### config.mk
export PLATFORM = sky130hd
export DESIGN_NAME = control_multi
export DESIGN_NICKNAME = d
export VERILOG_FILES = /design/src/rtl/control_multi_pkg.sv /design/src/rtl/control_multi_opclass_decode.sv /design/src/rtl/control_multi.sv
export SDC_FILE = /design/constraint.sdc
export NUM_CORES = 1
export LEC_CHECK = 0
export BUFFER_PORTS_ARGS = -buffer_cell sky130_fd_sc_hd__buf_4
export CORE_ASPECT_RATIO = 1.75
export CORE_MARGIN = 1
export CORE_UTILIZATION = 52
export CTS_CLUSTER_SIZE = 30
export DETAILED_ROUTE_END_ITERATION = 7
export GPL_TIMING_DRIVEN = 0
export PLACE_DENSITY = 0.87
export REMOVE_ABC_BUFFERS = 1
export SLEW_MARGIN = 20
export SYNTH_ARGS = -nofsm -noshare
export SYNTH_HDL_FRONTEND = slang
export SYNTH_HIERARCHICAL = 1
export SYNTH_SLANG_ARGS = --single-unit
### constraint.sdc
create_clock -name iCLK -period 2.6 [get_ports iCLK]
set_clock_uncertainty 0.15 [all_clocks]
set_input_delay 0.52 -clock iCLK [delete_from_list [all_inputs] [get_ports iCLK]]
set_output_delay 0.52 -clock iCLK [all_outputs]
set_load 0.005 [all_outputs]
### src/rtl/control_multi_pkg.sv
// Shared encodings for the LEGv8 control path: FSM states, ALU op classes,
// fault codes, opcode classes and the opcode constants.
package control_multi_pkg;

    localparam int OPC_BITS   = 11;
    localparam int ALUOP_BITS = 5;

    typedef enum logic [3:0] {
        ST_FETCH     = 4'd0,
        ST_DECODE    = 4'd1,
        ST_EXEC_R    = 4'd2,
        ST_EXEC_I    = 4'd3,
        ST_ALU_WB    = 4'd4,
        ST_MEM_ADDR  = 4'd5,
        ST_MEM_READ  = 4'd6,
        ST_MEM_WB    = 4'd7,
        ST_MEM_WRITE = 4'd8,
        ST_BRANCH    = 4'd9,
        ST_JUMP      = 4'd10,
        ST_TRAP      = 4'd11
    } state_t;

    localparam logic [ALUOP_BITS-1:0] ALUOP_ADD    = 5'd0;
    localparam logic [ALUOP_BITS-1:0] ALUOP_PASS_B = 5'd1;
    localparam logic [ALUOP_BITS-1:0] ALUOP_FUNCT  = 5'd2;

    localparam logic [1:0] FLT_NONE    = 2'b00;
    localparam logic [1:0] FLT_ILLEGAL = 2'b01;
    localparam logic [1:0] FLT_MEMTO   = 2'b10;

    typedef enum logic [2:0] {
        CLS_R       = 3'd0,
        CLS_I       = 3'd1,
        CLS_LOAD    = 3'd2,
        CLS_STORE   = 3'd3,
        CLS_CB      = 3'd4,
        CLS_B       = 3'd5,
        CLS_ILLEGAL = 3'd6
    } opclass_t;

    localparam logic [OPC_BITS-1:0] OPC_ADD    = 11'b10001011000;
    localparam logic [OPC_BITS-1:0] OPC_SUB    = 11'b11001011000;
    localparam logic [OPC_BITS-1:0] OPC_AND    = 11'b10001010000;
    localparam logic [OPC_BITS-1:0] OPC_ORR    = 11'b10101010000;
    localparam logic [OPC_BITS-1:0] OPC_EOR    = 11'b11001010000;
    localparam logic [OPC_BITS-1:0] OPC_ADDS   = 11'b10101011000;
    localparam logic [OPC_BITS-1:0] OPC_SUBS   = 11'b11101011000;
    localparam logic [OPC_BITS-1:0] OPC_ANDS   = 11'b11101010000;
    localparam logic [OPC_BITS-1:0] OPC_LDUR   = 11'b11111000010;
    localparam logic [OPC_BITS-1:0] OPC_LDURSW = 11'b10111000100;
    localparam logic [OPC_BITS-1:0] OPC_LDURH  = 11'b01111000010;
    localparam logic [OPC_BITS-1:0] OPC_LDURB  = 11'b00111000010;
    localparam logic [OPC_BITS-1:0] OPC_STUR   = 11'b11111000000;
    localparam logic [OPC_BITS-1:0] OPC_STURW  = 11'b10111000000;
    localparam logic [OPC_BITS-1:0] OPC_STURH  = 11'b01111000000;
    localparam logic [OPC_BITS-1:0] OPC_STURB  = 11'b00111000000;
    localparam logic [OPC_BITS-1:0] OPC_CBZ    = 11'b10110100000;
    localparam logic [OPC_BITS-1:0] OPC_CBNZ   = 11'b10110101000;
    localparam logic [OPC_BITS-1:0] OPC_B      = 11'b00010100000;

    function automatic logic isMemState(input state_t s);
        return (s == ST_FETCH) || (s == ST_MEM_READ) || (s == ST_MEM_WRITE);
    endfunction

endpackage

### src/rtl/control_multi_opclass_decode.sv
// Opcode classifier: maps an 11-bit LEGv8 opcode onto its instruction class.
// Purely combinational; wildcard rows cover the shorter I/CB/B opcode fields.
module opclass_decode
    import control_multi_pkg::*;
(
    input  logic [OPC_BITS-1:0] iOPCODE,
    output logic [2:0]          oClass
);

    always_comb begin
        oClass = CLS_ILLEGAL;
        casez (iOPCODE)
            OPC_ADD, OPC_SUB, OPC_AND, OPC_ORR, OPC_EOR,
            OPC_ADDS, OPC_SUBS, OPC_ANDS,
            11'b1101001101?:                       oClass = CLS_R;   // LSL/LSR
            11'b1001000100?, 11'b1011000100?,
            11'b1101000100?, 11'b1111000100?,
            11'b1001001000?, 11'b1011001000?,
            11'b1101001000?, 11'b1111001000?:      oClass = CLS_I;
            OPC_LDUR, OPC_LDURSW, OPC_LDURH, OPC_LDURB: oClass = CLS_LOAD;
            OPC_STUR, OPC_STURW, OPC_STURH, OPC_STURB:  oClass = CLS_STORE;
            11'b1011010????:                       oClass = CLS_CB;
            11'b000101?????:                       oClass = CLS_B;
            default:                               oClass = CLS_ILLEGAL;
        endcase
    end

endmodule

### src/rtl/control_multi.sv
// Multicycle LEGv8 control FSM with memory wait handshake, watchdog trap,
// illegal-opcode trap and retired-instruction counter.
module control_multi
    import control_multi_pkg::*;
#(
    parameter int OPC_W       = 11,
    parameter int ALUOP_W     = 5,
    parameter int MEM_TIMEOUT = 15,
    parameter int CNT_W       = 32
) (
    input  logic               iCLK,
    input  logic               iRST_N,
    input  logic [OPC_W-1:0]   iOPCODE,
    input  logic               iMemReady,
    output logic               oPCWrite,
    output logic               oPCWriteCond,
    output logic               oBranchNZ,
    output logic               oPCSource,
    output logic               oIorD,
    output logic               oMemRead,
    output logic               oMemWrite,
    output logic               oIRWrite,
    output logic               oReg2Loc,
    output logic               oMemToReg,
    output logic               oRegWrite,
    output logic               oOrigAULA,
    output logic [1:0]         oOrigBULA,
    output logic [ALUOP_W-1:0] oALUop,
    output logic               oInstrDone,
    output logic [CNT_W-1:0]   oRetired,
    output logic               oFault,
    output logic [1:0]         oFaultCode,
    output logic [3:0]         oState
);

    localparam int WD_W = (MEM_TIMEOUT > 0) ? $clog2(MEM_TIMEOUT + 1) : 1;

    state_t                state;
    state_t                effState;
    logic [WD_W-1:0]       waitCnt;
    logic [2:0]            opClass;
    logic                  memTimeout;
    logic [ALUOP_BITS-1:0] aluOp;

    opclass_decode u_opclass (
        .iOPCODE (iOPCODE),
        .oClass  (opClass)
    );

    assign memTimeout = (MEM_TIMEOUT != 0) && isMemState(state) && !iMemReady &&
                        (waitCnt == WD_W'(MEM_TIMEOUT));

    always_ff @(posedge iCLK) begin
        if (!iRST_N) begin
            state      <= ST_FETCH;
            waitCnt    <= '0;
            oRetired   <= '0;
            oFault     <= 1'b0;
            oFaultCode <= FLT_NONE;
        end else begin
            if (oInstrDone)
                oRetired <= oRetired + 1'b1;

            // State never changes while a memory state waits, so "clear on
            // state change" reduces to clearing whenever we are not stalled.
            if ((MEM_TIMEOUT != 0) && isMemState(state) && !iMemReady && !memTimeout)
                waitCnt <= waitCnt + 1'b1;
            else
                waitCnt <= '0;

            if (memTimeout) begin
                state      <= ST_TRAP;
                oFault     <= 1'b1;
                oFaultCode <= FLT_MEMTO;
            end else begin
                case (state)
                    ST_FETCH:     if (iMemReady) state <= ST_DECODE;
                    ST_DECODE: begin
                        case (opClass)
                            CLS_R:              state <= ST_EXEC_R;
                            CLS_I:              state <= ST_EXEC_I;
                            CLS_LOAD, CLS_STORE: state <= ST_MEM_ADDR;
                            CLS_CB:             state <= ST_BRANCH;
                            CLS_B:              state <= ST_JUMP;
                            default: begin
                                state      <= ST_TRAP;
                                oFault     <= 1'b1;
                                oFaultCode <= FLT_ILLEGAL;
                            end
                        endcase
                    end
                    ST_EXEC_R, ST_EXEC_I: state <= ST_ALU_WB;
                    ST_MEM_ADDR:  state <= (opClass == CLS_LOAD) ? ST_MEM_READ : ST_MEM_WRITE;
                    ST_MEM_READ:  if (iMemReady) state <= ST_MEM_WB;
                    ST_MEM_WRITE: if (iMemReady) state <= ST_FETCH;
                    ST_ALU_WB, ST_MEM_WB, ST_BRANCH, ST_JUMP: state <= ST_FETCH;
                    default:      state <= ST_TRAP;
                endcase
            end
        end
    end

    // While reset is low the outputs look like an idle FETCH, whatever the
    // state register still holds, so no write can escape in the reset cycle.
    assign effState = iRST_N ? state : ST_FETCH;

    always_comb begin
        oPCWrite     = 1'b0;
        oPCWriteCond = 1'b0;
        oBranchNZ    = 1'b0;
        oPCSource    = 1'b0;
        oIorD        = 1'b0;
        oMemRead     = 1'b0;
        oMemWrite    = 1'b0;
        oIRWrite     = 1'b0;
        oReg2Loc     = 1'b0;
        oMemToReg    = 1'b0;
        oRegWrite    = 1'b0;
        oOrigAULA    = 1'b0;
        oOrigBULA    = 2'b00;
        aluOp        = ALUOP_ADD;
        oInstrDone   = 1'b0;
        case (effState)
            ST_FETCH: begin
                oMemRead  = !memTimeout;
                oOrigAULA = 1'b1;
                oOrigBULA = 2'b01;
                oIRWrite  = iMemReady && iRST_N;
                oPCWrite  = iMemReady && iRST_N;
            end
            ST_DECODE: begin
                oOrigAULA = 1'b1;
                oOrigBULA = 2'b11;
                oReg2Loc  = (opClass == CLS_STORE) || (opClass == CLS_CB);
            end
            ST_EXEC_R: aluOp = ALUOP_FUNCT;
            ST_EXEC_I: begin
                oOrigBULA = 2'b10;
                aluOp     = ALUOP_FUNCT;
            end
            ST_ALU_WB: begin
                oRegWrite  = 1'b1;
                oInstrDone = 1'b1;
            end
            ST_MEM_ADDR: begin
                oOrigBULA = 2'b10;
                oReg2Loc  = (opClass == CLS_STORE);
            end
            ST_MEM_READ: begin
                oIorD    = 1'b1;
                oMemRead = !memTimeout;
            end
            ST_MEM_WB: begin
                oRegWrite  = 1'b1;
                oMemToReg  = 1'b1;
                oInstrDone = 1'b1;
            end
            ST_MEM_WRITE: begin
                oIorD      = 1'b1;
                oMemWrite  = !memTimeout;
                oInstrDone = iMemReady;
            end
            ST_BRANCH: begin
                aluOp        = ALUOP_PASS_B;
                oPCWriteCond = 1'b1;
                oPCSource    = 1'b1;
                oBranchNZ    = iOPCODE[3];
                oInstrDone   = 1'b1;
            end
            ST_JUMP: begin
                oPCWrite   = 1'b1;
                oPCSource  = 1'b1;
                oInstrDone = 1'b1;
            end
            default: ;
        endcase
    end

    assign oALUop = ALUOP_W'(aluOp);
    assign oState = state;

endmodule

==> summary.log, run 1 <==
INFO  global_route   grt_start_max_net_pins=39
INFO  setup_path     data_arrival_time_at_the_worst_slack_endpoint=2.12ns
INFO  setup_path     critical_path_buf_inv_count=2
INFO  route          detailedRoute.firstIterationViolations=101
INFO  global_route   grt_util_all_layers=26.89%
INFO  worst_hold_path timing.hold.worst.start=waitCnt[0]$_SDFF_PN0_
INFO  pwr            switching_share=38.29%
INFO  pwr            power-per-cell-area=662.3mW/mm2
INFO  finish         filler_cell_count_in_the_final_layout=421
INFO  timing         worst_slack=-0.1883ns
INFO  synthesis      synth_top_area_share=33.30%
INFO  die            die_width=55.30um
INFO  synthesis      synthCells=329
INFO  setup_path     reg2reg_slack=0.30ns
INFO  die            die_area=0.005268mm2
INFO  worst_hold_path timing.hold.worst_path_depth=1
INFO  placed_design  detailed_place_hpwl=4970um
INFO  die            core_area=0.004748mm2
INFO  outcome        run_status=finished, violations left
INFO  setup_path     critical_path.reg2reg.startpoint=oState[3]$_SDFFE_PN0P_
INFO  synthesis      synth_compound_gate_area_share=20.86%
INFO  synthesis      synth.area.top_cells=sky130_fd_sc_hd__dfxtp_1 (33%), sky130_fd_sc_hd__a21oi_1 (6.2%), sky130_fd_sc_hd__o31ai_1 (5.2%), sky130_fd_sc_hd__nor2_1 (4.9%), sky130_fd_sc_hd__or4_1 (4.9%)
INFO  setup_path     rr_worst_depth=5
INFO  flow_run       max_cap_viol_count=0
INFO  timing         fin_crit_period=2.788ns
INFO  pwr            highest_ir_drop_seen_on_vdd=494.9uV
INFO  die            floorplan.initialDensity=54.44%
INFO  pwr            cell_internal_power=1331uW
INFO  pwr            total_power=2156uW
INFO  timing         fin_tns_setup=-0.1883ns
INFO  pwr            p_clk_share=20.4%
INFO  setup_path     maximum_fanout_count_along_the_critical_path=6
INFO  synthesis      synth.cell_area=0.002585mm2
INFO  cts            cts_made_buffers=5
INFO  synthesis      yosysSeqAreaShare=33.30%
INFO  setup_path     critical_path_cell_sequence=buf_4 > nand3b_1 > nor4b_2 > a22o_2 > a31oi_4 > nor3b_2 > a22oi_1 > nor4_1 > buf_4
INFO  placed_design  placement.io_buffers=69
INFO  die            dieHeight=95.27um
INFO  route          detail_route.drc_violations=0
INFO  synthesis      synth-adder-area-share=0.9681%
INFO  setup_path     critical-path-max-stage-delay=0.30ns
INFO  synthesis      async_s_r_ff_share_synth=0%
INFO  global_route   grt_pass1_wl=11360um
INFO  route          num_vias=2735
INFO  synthesis      avgSynthCellArea=7.857um2
INFO  synthesis      yosys.area.top_type=sky130_fd_sc_hd__dfxtp_1
INFO  synthesis      synth_top_cells_by_count=sky130_fd_sc_hd__dfxtp_1 (43), sky130_fd_sc_hd__nor2_1 (34), sky130_fd_sc_hd__a21oi_1 (32), sky130_fd_sc_hd__nand2_1 (23), sky130_fd_sc_hd__o31ai_1 (18)
INFO  route          wl_per_cell=15.98um
INFO  worst_hold_path worstHoldPathType=reg2reg
INFO  route          wirelength=6999um
INFO  cts            cts_sinks=43
INFO  die            i_o_pins=73
INFO  timing         unrepaired_setup_endpoints_after_global_routing=true
INFO  synthesis      post_synthesis_xor_xnor_area_fraction=4.066%
INFO  timing         final_hold_viol_count=0
INFO  setup_path     crit_slowest_cell=sky130_fd_sc_hd__a22o_2
INFO  synthesis      synth_edf_count=0
INFO  synthesis      dominantRegCellSynth=sky130_fd_sc_hd__dfxtp_1
INFO  cts            clock_path_buffers=2
INFO  finish         post_route_cells_drive_above_1_share=25.65%
INFO  global_route   first_global_vias=2496
INFO  cts            number_of_h_tree_levels=2
INFO  finish         areaGrowthSynthToFinish=25.94%
INFO  setup_path     crit-reg2reg-capture=oRetired[25]$_SDFFE_PN0P_
INFO  route          drtPass1Iterations=4
INFO  finish         nNetsFinal=402
INFO  finish         n_antenna_cell=0
INFO  setup_path     cp.required=1.93ns
INFO  cts            postCtsHoldBufs=0
INFO  outcome        failed_checks=negative setup slack
INFO  placed_design  globalplace.congestion=0.7962
INFO  die            std_cell_rows=33
INFO  setup_path     setup.worst_path.start_class=input port
INFO  setup_path     most_frequent_cell_on_critical_path=sky130_fd_sc_hd__buf_4
INFO  cts            cts.reportedPaths.clkPinSlew=0.08ns
INFO  setup_path     critPathTopFamily=compound AO/OA/AOI/OAI gates
INFO  cts            clock_insertion_delay_worst_skew=0.30ns
INFO  timing         min_period_over_period=107.2%
INFO  timing         timing_max_transition_violations_final=0
INFO  timing         finalSetupViolations=1
INFO  synthesis      yosys-mux-area-fraction=0.3872%
INFO  setup_path     setup.worst_path.end_class=primary output
INFO  cts            clock-root-buffer=sky130_fd_sc_hd__clkbuf_8
INFO  synthesis      yosys_warnings=6
INFO  global_route   antenna_violations_before_repair=0
INFO  route          vias_per_cell=6.244
INFO  synthesis      main_combinational_cell_family_by_area_after_synthesis=simple AND/OR/NAND/NOR gates
INFO  placed_design  preCtsSetupSlack=-0.4644ns
INFO  synthesis      post-synth-top-count-cell=sky130_fd_sc_hd__dfxtp_1
INFO  global_route   globalRoute.totalOverflow=0
INFO  route          detail-route-antenna-nets=0
INFO  pwr            comb_power_share=37.7%
INFO  timing         fmax=358.6MHz
INFO  synthesis      postSynthRegisterBits=43
INFO  pwr            seq_power_share=41.9%
INFO  setup_path     setup.worst_path.class=in2out
INFO  pwr            p_leak=0.001268uW
INFO  worst_hold_path whs_endpoint=waitCnt[0]$_SDFF_PN0_
INFO  cts            cts_tree=done
INFO  synthesis      yosys.area_share.simple=34.37%
INFO  pwr            net_switching_power=825.7uW
INFO  synthesis      yosys.cell_types.count=58
==> registers in the layout (all words and copies together), names as in the netlist <==
register    cells
oRetired       32
oState          4
oFaultCode      2
oFault          1
waitCnt         4
==> cell type report <==
class / instances / area [um2] / share of cell area (%)
multi-input combinational: 257 / 1662 / 51.04
sequential: 43 / 872.1 / 26.79
timing repair buffer: 71 / 536.8 / 16.49
clock buffer: 6 / 82.58 / 2.537
tap: 52 / 65.06 / 1.998
inverter: 8 / 32.53 / 0.9992
clock inverter: 1 / 5.005 / 0.1537
==> cells by family after synthesis <==
| logic type | Yosys count |
|---|---|
| buf+inv | 31 |
| fa+ha+maj | 2 |
| mux | 1 |
| xor+xnor | 12 |
| compound gates | 81 |
| other cells | 1 |
| simple gates | 158 |
| flops | 43 |
==> stage by stage <==
step | cell area [um2] | util, % | std cells | hold WS, ns
final | 3256 | 68.56 | 438 | 0.3107
after global routing | 3256 | 68.56 | 438 | 0.3453
after CTS | 3238 | 68.20 | 438 | 0.3148
after detailed placement | 3053 | 64.30 | 429 | 0.3040
after global placement | 3053 | 64.30 | 429 | 0.2814
after floorplan | 2470 | - | 308 | 0.2675
==> placed cells by master, fill, tap and decap left out, drive strengths merged, types with 11 or more instances in the layout <==
master	netlist	layout
nand4	11	11
a21oi	32	32
buf	9	71
nor2	35	35
o21ai	12	12
or4	17	17
dfxtp	43	43
nand3	18	18
o31ai	18	18
nand2	23	23
==> routing by layer <==
metal / up-vias / wire (um) / share of wire, % / global-route usage, %
met5: - / 0 / 0 / 0
met4: 0 / 227 / 3.2 / 15.00
met2: 86 / 3850 / 55 / 51.61
li1: 1327 / - / - / -
met1: 1306 / 2641 / 38 / 27.17
met3: 16 / 280 / 4.0 / 4.342
==> power by group through the flow <==
| stage | Clock [uW] | Combinational (uW) | Sequential (uW) |
|---|---|---|---|
| after floorplan | 0 | 484 | 861 |
| after global placement | 0 | 749 | 891 |
| after detailed placement | 0 | 772 | 896 |
| after CTS | 440 | 808 | 896 |
| after global routing | 460 | 903 | 925 |
| final | 441 | 812 | 904 |
==> how the worst max path moves through the flow <==
stage | start | to | slack, ns | cells after the start
finish | iOPCODE[10] | oReg2Loc | -0.19 | 9
global route | iOPCODE[10] | oReg2Loc | -0.30 | 9
CTS | iOPCODE[10] | oReg2Loc | -0.12 | 9
detailed placement | iOPCODE[6] | oReg2Loc | -0.46 | 9
global placement | iOPCODE[6] | oReg2Loc | -0.41 | 9
floorplan | iOPCODE[6] | oReg2Loc | 0.001 | 7
==> what timing repair did <==
item,CTS,global route
setup buffers,2,0
pin swaps,0,1
setup endpoints to repair,28,9
gates resized for setup,17,6
No activity file was read; power rests on OpenSTA's default activity.
==> run 2, diff against run 1 <==
BUFFER_PORTS_ARGS = not set   (was -buffer_cell sky130_fd_sc_hd__buf_4)
DONT_BUFFER_PORTS = 1   (was not set)
PLACE_DENSITY = 0.74   (was 0.87)
clock period = 2.7 ns   (was 2.6 ns; I/O delays follow)
==> summary.log, run 2 (same netlist as run 1, synthesis figures left out) <==
INFO  pwr            highest_ir_drop_seen_on_vdd=568.8uV [+15%]
INFO  route          num_vias=2431 [-11%]
INFO  timing         fin_tns_setup=0ns [+0.1883 ns]
INFO  die            dieHeight=95.27um [unchanged]
INFO  route          wirelength=6012um [-14%]
INFO  global_route   grt_start_max_net_pins=39 [unchanged]
INFO  die            i_o_pins=73 [unchanged]
INFO  global_route   first_global_vias=2282 [-8.6%]
INFO  timing         timing_max_transition_violations_final=0 [unchanged]
INFO  setup_path     data_arrival_time_at_the_worst_slack_endpoint=1.90ns [-0.22 ns]
INFO  pwr            total_power=1868uW [-13%]
INFO  placed_design  detailed_place_hpwl=4299um [-13%]
INFO  timing         fmax=385.6MHz
INFO  timing         final_hold_viol_count=0 [unchanged]
INFO  placed_design  placement.io_buffers=0 [-100%]
INFO  global_route   grt_pass1_wl=9936um [-13%]
INFO  route          detail_route.drc_violations=0 [unchanged]
INFO  timing         fin_crit_period=2.594ns
INFO  global_route   grt.met2_usage=47.79% [-3.8 points]
INFO  route          detail-route-antenna-nets=0 [unchanged]
INFO  cts            clock_path_buffers=2 [unchanged]
INFO  global_route   grt_util_all_layers=23.21% [-3.7 points]
INFO  finish         finalCoreUtilization=56.73% [-12 points]
INFO  die            core_area=0.004748mm2 [unchanged]
INFO  die            std_cell_rows=33 [unchanged]
INFO  setup_path     rr_worst_depth=5 [unchanged]
INFO  route          drtPass1Iterations=4 [unchanged]
INFO  timing         unrepaired_setup_endpoints_after_global_routing=false
INFO  finish         post_route_cells_drive_above_1_share=7.595% [-18 points]
INFO  timing         worst_slew_margin_rel=54.29%
INFO  setup_path     critical_path_cell_sequence=nand3b_1 > nor4b_1 > a22o_2 > a21oi_4 > nor3b_2 > a22oi_1 > nor4_2
INFO  global_route   antenna_violations_before_repair=0 [unchanged]
INFO  finish         area_of_the_multi_input_gates=0.001644mm2 [-1.1%]
INFO  cts            clock_insertion_delay_worst_skew=0.29ns [about the same]
INFO  finish         filler_cell_count_in_the_final_layout=472 [+12%]
INFO  cts            number_of_h_tree_levels=2 [unchanged]
INFO  die            die_area=0.005268mm2 [unchanged]
INFO  cts            cts_sinks=43 [unchanged]
INFO  timing         finalSetupViolations=0 [-1]
INFO  setup_path     critical_path.reg2reg.startpoint=oState[2]$_SDFFE_PP0P_
INFO  route          wl_per_cell=16.34um [+2.2%]
INFO  global_route   gr-max-usage-layer=met2
INFO  route          detailedRoute.firstIterationViolations=75 [-26%]
INFO  cts            cts_made_buffers=5 [unchanged]
INFO  setup_path     cp.required=2.01ns [+0.08 ns]
INFO  global_route   globalRouteMet1Util=21.31% [-5.9 points]
INFO  setup_path     crit-reg2reg-capture=oRetired[25]$_SDFFE_PN0P_
INFO  cts            postCtsHoldBufs=0 [unchanged]
INFO  placed_design  globalplace.congestion=0.8129 [+2.1%]
INFO  setup_path     maximum_fanout_count_along_the_critical_path=6 [unchanged]
INFO  route          vias_per_cell=6.606 [+5.8%]
INFO  setup_path     reg2reg_slack=0.34ns [+0.04 ns]
INFO  timing         min_period_over_period=96.06%
INFO  finish         layout_commonest_cell=sky130_fd_sc_hd__dfxtp_1
INFO  cts            cts.reportedPaths.clkPinSlew=0.08ns [about the same]
INFO  worst_hold_path whs_endpoint=oState[1]$_SDFFE_PN0P_
INFO  pwr            power-per-cell-area=693.3mW/mm2 [+4.7%]
INFO  setup_path     critical_path_buf_inv_count=0 [-2]
INFO  global_route   globalRoute.totalOverflow=0 [unchanged]
INFO  finish         sequential_cell_area=869.6um2 [-0.29%]
INFO  finish         regMostFlops=oRetired
INFO  worst_hold_path worstHoldPathType=in2reg
INFO  worst_hold_path timing.hold.worst_path_depth=1 [unchanged]
INFO  finish         n_antenna_cell=0 [unchanged]
INFO  setup_path     critical-path-max-stage-delay=0.29ns [about the same]
INFO  outcome        run_status=finished, final reports clean
INFO  setup_path     setup.worst_path.end_class=primary output
INFO  flow_run       max_cap_viol_count=0 [unchanged]
INFO  finish         mostFrequentLayoutCells=sky130_fd_sc_hd__dfxtp_1 (40), sky130_fd_sc_hd__nor2_1 (34), sky130_fd_sc_hd__a21oi_1 (31)
INFO  pwr            p_leak=0.0008860uW [-30%]
INFO  die            die_width=55.30um [unchanged]
INFO  setup_path     critPathTopFamily=simple AND/OR/NAND/NOR gates
INFO  setup_path     crit_slowest_cell=sky130_fd_sc_hd__nor4b_1
INFO  setup_path     setup.worst_path.class=in2out
INFO  timing         tightestPinTransition=0.6846ns
INFO  worst_hold_path timing.hold.worst.start=iRST_N
INFO  setup_path     setup.worst_path.start_class=input port
INFO  finish         largest_register_ffs=32 [unchanged]
INFO  global_route   grt.met3_usage=5.834% [+1.5 points]
INFO  cts            cts_tree=done
INFO  finish         areaGrowthSynthToFinish=4.211%
INFO  cts            post-cts-setup-buffer-count=0 [-2]
INFO  die            floorplan.initialDensity=54.44% [unchanged]
INFO  cts            clock-root-buffer=sky130_fd_sc_hd__clkbuf_8
INFO  finish         nNetsFinal=331 [-18%]
-- run 2: final cells by class --
type / instances / area share (%)
multi-input cells: 257 / 61.03
flip-flops and latches: 43 / 32.28
clock buffers: 6 / 2.694
well taps: 52 / 2.415
clock inverters: 2 / 0.4645
inverters: 8 / 1.115
-- run 2: power breakdown --
| group | switching (uW) | internal [uW] | total (uW) | leakage [uW] |
|---|---|---|---|---|
| Combinational | 338 | 243 | 581 | 0.000495 |
| Clock | 220 | 181 | 401 | 0.0000412 |
| Sequential | 186 | 699 | 885 | 0.000350 |
| Total | 744 | 1120 | 1870 | 0.000886 |
-- run 2: layer usage --
layer | share of wire (%) | wire length, um
met1 | 38 | 2264
met2 | 56 | 3352
met3 | 4.8 | 291
met4 | 1.7 | 104
met5 | 0 | 0
-- run 2: stage by stage --
stage          instance area, um2  setup WS, ns  cells  hold slack [ns]
2_1_floorplan                2470       0.06120    308           0.2675
3_3_place_gp                 2535       -0.3000    360           0.2801
3_5_place_dp                 2535       -0.3817    360           0.3022
4_1_cts                      2658       0.03183    368           0.2141
5_1_grt                      2694       0.01214    368           0.2110
6_report                     2694        0.1064    368           0.2189
-- run 2: how the worst max path moves through the flow --
stage,cells after the start,startpoint,slack [ns],end
2_1_floorplan,7,iOPCODE[6],0.06,oReg2Loc
3_3_place_gp,5,oState[1]$_SDFFE_PN0P_,-0.30,oRetired[23]$_SDFFE_PN0P_
3_5_place_dp,5,oState[1]$_SDFFE_PN0P_,-0.38,oRetired[23]$_SDFFE_PN0P_
4_1_cts,7,iOPCODE[6],0.03,oReg2Loc
5_1_grt,7,iOPCODE[6],0.01,oReg2Loc
6_report,7,iOPCODE[6],0.11,oReg2Loc
-- run 2: timing repair --
item,4_1_cts,5_1_grt
gates resized for setup,9,6
pin swaps,0,0
hold endpoints to repair,0,0
cloned,0,0
setup endpoints to repair,26,14
==> run 3, diff against run 2 <==
MAX_ROUTING_LAYER = met4   (was not set)
PLACE_DENSITY = 0.67   (was 0.74)
==> summary.log, run 3 (same netlist as run 1, synthesis figures left out) <==
INFO  global_route   grt_start_max_net_pins=39 [unchanged]
INFO  timing         timing_max_transition_violations_final=0 [unchanged]
INFO  timing         fmax=389.5MHz [+1.0%]
INFO  cts            cts_sinks=43 [unchanged]
INFO  die            i_o_pins=73 [unchanged]
INFO  route          num_vias=2393 [-1.6%]
INFO  flow_run       max_cap_viol_count=0 [unchanged]
INFO  finish         sequential_cell_area=869.6um2 [unchanged]
INFO  worst_hold_path worstHoldPathType=in2reg
INFO  cts            cts_made_buffers=5 [unchanged]
INFO  setup_path     setup.worst_path.class=in2out
INFO  global_route   globalRoute.totalOverflow=0 [unchanged]
INFO  route          drtPass1Iterations=4 [unchanged]
INFO  pwr            power-per-cell-area=725.9mW/mm2 [+4.7%]
INFO  die            core_area=0.004748mm2 [unchanged]
INFO  die            std_cell_rows=33 [unchanged]
INFO  placed_design  detailed_place_hpwl=4333um [+0.79%]
INFO  cts            clock-root-buffer=sky130_fd_sc_hd__clkbuf_8
INFO  pwr            highest_ir_drop_seen_on_vdd=584.4uV [+2.7%]
INFO  setup_path     data_arrival_time_at_the_worst_slack_endpoint=1.88ns [-0.02 ns]
INFO  setup_path     critical_path.reg2reg.startpoint=oState[2]$_SDFFE_PP0P_
INFO  cts            post-cts-setup-buffer-count=0 [unchanged]
INFO  die            dieHeight=95.27um [unchanged]
INFO  setup_path     maximum_fanout_count_along_the_critical_path=6 [unchanged]
INFO  timing         fin_crit_period=2.568ns [-0.02588 ns]
INFO  finish         filler_cell_count_in_the_final_layout=466 [-1.3%]
INFO  finish         nNetsFinal=331 [unchanged]
INFO  placed_design  placement.io_buffers=0 [unchanged]
INFO  cts            number_of_h_tree_levels=2 [unchanged]
INFO  route          detail-route-antenna-nets=0 [unchanged]
INFO  timing         min_period_over_period=95.10% [-0.96 points]
INFO  timing         final_hold_viol_count=0 [unchanged]
INFO  route          vias_per_cell=6.503 [-1.6%]
INFO  route          wl_per_cell=16.37um [+0.22%]
INFO  outcome        run_status=finished, final reports clean
INFO  finish         largest_register_ffs=32 [unchanged]
INFO  cts            cts_tree=done
INFO  finish         regMostFlops=oRetired
INFO  global_route   grt_pass1_wl=10120um [+1.8%]
INFO  setup_path     setup.worst_path.end_class=primary output
INFO  setup_path     rr_worst_depth=5 [unchanged]
INFO  pwr            p_leak=0.0009054uW [+2.2%]
INFO  setup_path     reg2reg_slack=0.32ns [-0.02 ns]
INFO  finish         finish.instance_area=0.002725mm2 [+1.2%]
INFO  placed_design  placed_area=0.002535mm2 [unchanged]
INFO  finish         post_route_cells_drive_above_1_share=8.228% [+0.63 points]
INFO  finish         mostFrequentLayoutCells=sky130_fd_sc_hd__dfxtp_1 (40), sky130_fd_sc_hd__nor2_1 (34), sky130_fd_sc_hd__a21oi_1 (31)
INFO  timing         tightestPinTransition=0.6790ns [-0.005570 ns]
INFO  route          detailedRoute.firstIterationViolations=110 [+47%]
INFO  die            die_width=55.30um [unchanged]
INFO  route          wirelength=6025um [+0.22%]
INFO  route          detail_route.drc_violations=0 [unchanged]
INFO  setup_path     crit-reg2reg-capture=oRetired[31]$_SDFFE_PN0P_
INFO  die            floorplan.initialDensity=54.44% [unchanged]
INFO  finish         area_of_the_multi_input_gates=0.001643mm2 [about the same]
INFO  worst_hold_path timing.hold.worst_path_depth=1 [unchanged]
INFO  worst_hold_path timing.hold.worst.start=iRST_N
INFO  setup_path     cp.required=2.01ns [about the same]
INFO  cts            clock_path_buffers=2 [unchanged]
INFO  global_route   antenna_violations_before_repair=0 [unchanged]
INFO  timing         finalSetupViolations=0 [unchanged]
INFO  cts            clock_insertion_delay_worst_skew=0.30ns [about the same]
INFO  worst_hold_path whs_endpoint=oState[1]$_SDFFE_PN0P_
INFO  finish         layout_commonest_cell=sky130_fd_sc_hd__dfxtp_1
INFO  timing         worst_slew_margin_rel=54.66% [+0.37 points]
INFO  setup_path     setup.worst_path.start_class=input port
INFO  finish         finalCoreUtilization=57.39% [+0.66 points]
INFO  finish         areaGrowthSynthToFinish=5.421%
INFO  finish         n_antenna_cell=0 [unchanged]
INFO  placed_design  globalplace.congestion=0.8279 [+1.8%]
INFO  global_route   grt_util_all_layers=24.29% [+1.1 points]
INFO  timing         unrepaired_setup_endpoints_after_global_routing=false
INFO  cts            cts.reportedPaths.clkPinSlew=0.08ns [about the same]
INFO  die            die_area=0.005268mm2 [unchanged]
INFO  global_route   first_global_vias=2218 [-2.8%]
-- run 3: cell types whose count changed in the layout (fill, tap and decap cells not counted) --
cell / change
sky130_fd_sc_hd__a21oi_2: +1
sky130_fd_sc_hd__a21oi_4: -1
sky130_fd_sc_hd__bufinv_16: +1
sky130_fd_sc_hd__clkbuf_1: -1
sky130_fd_sc_hd__clkbuf_8: +1
sky130_fd_sc_hd__clkinvlp_4: -1
sky130_fd_sc_hd__nor4b_1: -1
sky130_fd_sc_hd__nor4b_2: +1
-- run 3: layout make-up --
class / count / share of cell area, %
flip-flops and latches: 43 / 31.91
clock inverters: 2 / 1.286
clock buffers: 6 / 3.030
inverters: 8 / 1.102
well taps: 52 / 2.388
multi-input cells: 257 / 60.28
-- run 3: per-stage QoR --
| stage | setup TNS, ns | hold WS (ns) | setup WS [ns] | std cells | power (uW) |
|---|---|---|---|---|---|
| 6_report | 0 | 0.2123 | 0.1323 | 368 | 1978 |
| 5_1_grt | 0 | 0.1998 | 0.03777 | 368 | 2100 |
| 3_3_place_gp | -3.403 | 0.2811 | -0.2817 | 360 | 1415 |
| 2_1_floorplan | 0 | 0.2675 | 0.06120 | 308 | 1295 |
| 4_1_cts | -0.2564 | 0.2063 | -0.06232 | 368 | 1953 |
| 3_5_place_dp | -5.109 | 0.2885 | -0.3695 | 360 | 1424 |
-- run 3: timing repair --
action	CTS	global route
endpoints found under the setup margin	26	23
hold buffers	0	0
gates resized for setup	7	8
-- run 3: where the power goes --
group          switching, uW  internal, uW  leakage [uW]
clock network            226           299     0.0000612
logic                    331           243      0.000495
registers                180           699      0.000350
total                    736          1240      0.000905
-- run 3: how the worst max path moves through the flow --
stage	from	end	slack (ns)	cells past startpoint
floorplan	iOPCODE[6]	oReg2Loc	0.06	7
global placement	oState[1]$_SDFFE_PN0P_	oRetired[23]$_SDFFE_PN0P_	-0.28	5
global route	iOPCODE[6]	oReg2Loc	0.04	8
CTS	oState[1]$_SDFFE_PN0P_	oInstrDone	-0.06	4
detailed placement	oState[1]$_SDFFE_PN0P_	oRetired[23]$_SDFFE_PN0P_	-0.37	5
finish	iOPCODE[6]	oReg2Loc	0.13	8
-- run 3: metal layers --
layer	up-vias	track usage (%)	part of all wire, %
li1	1187	-	-
met1	1127	25.00	38
met2	70	45.78	56
met3	9	4.071	4.4
met4	0	8.958	1.8
met5	-	-	0
-- run 3: worst max-delay path, cell delays in order --
cell	delay (ns)
sky130_fd_sc_hd__or2b_1	0.16
sky130_fd_sc_hd__o22ai_1	0.08
sky130_fd_sc_hd__a22o_2	0.25
sky130_fd_sc_hd__a21oi_2	0.25
sky130_fd_sc_hd__inv_1	0.09
sky130_fd_sc_hd__nor2_1	0.19
sky130_fd_sc_hd__a22oi_1	0.11
sky130_fd_sc_hd__nor4_2	0.20
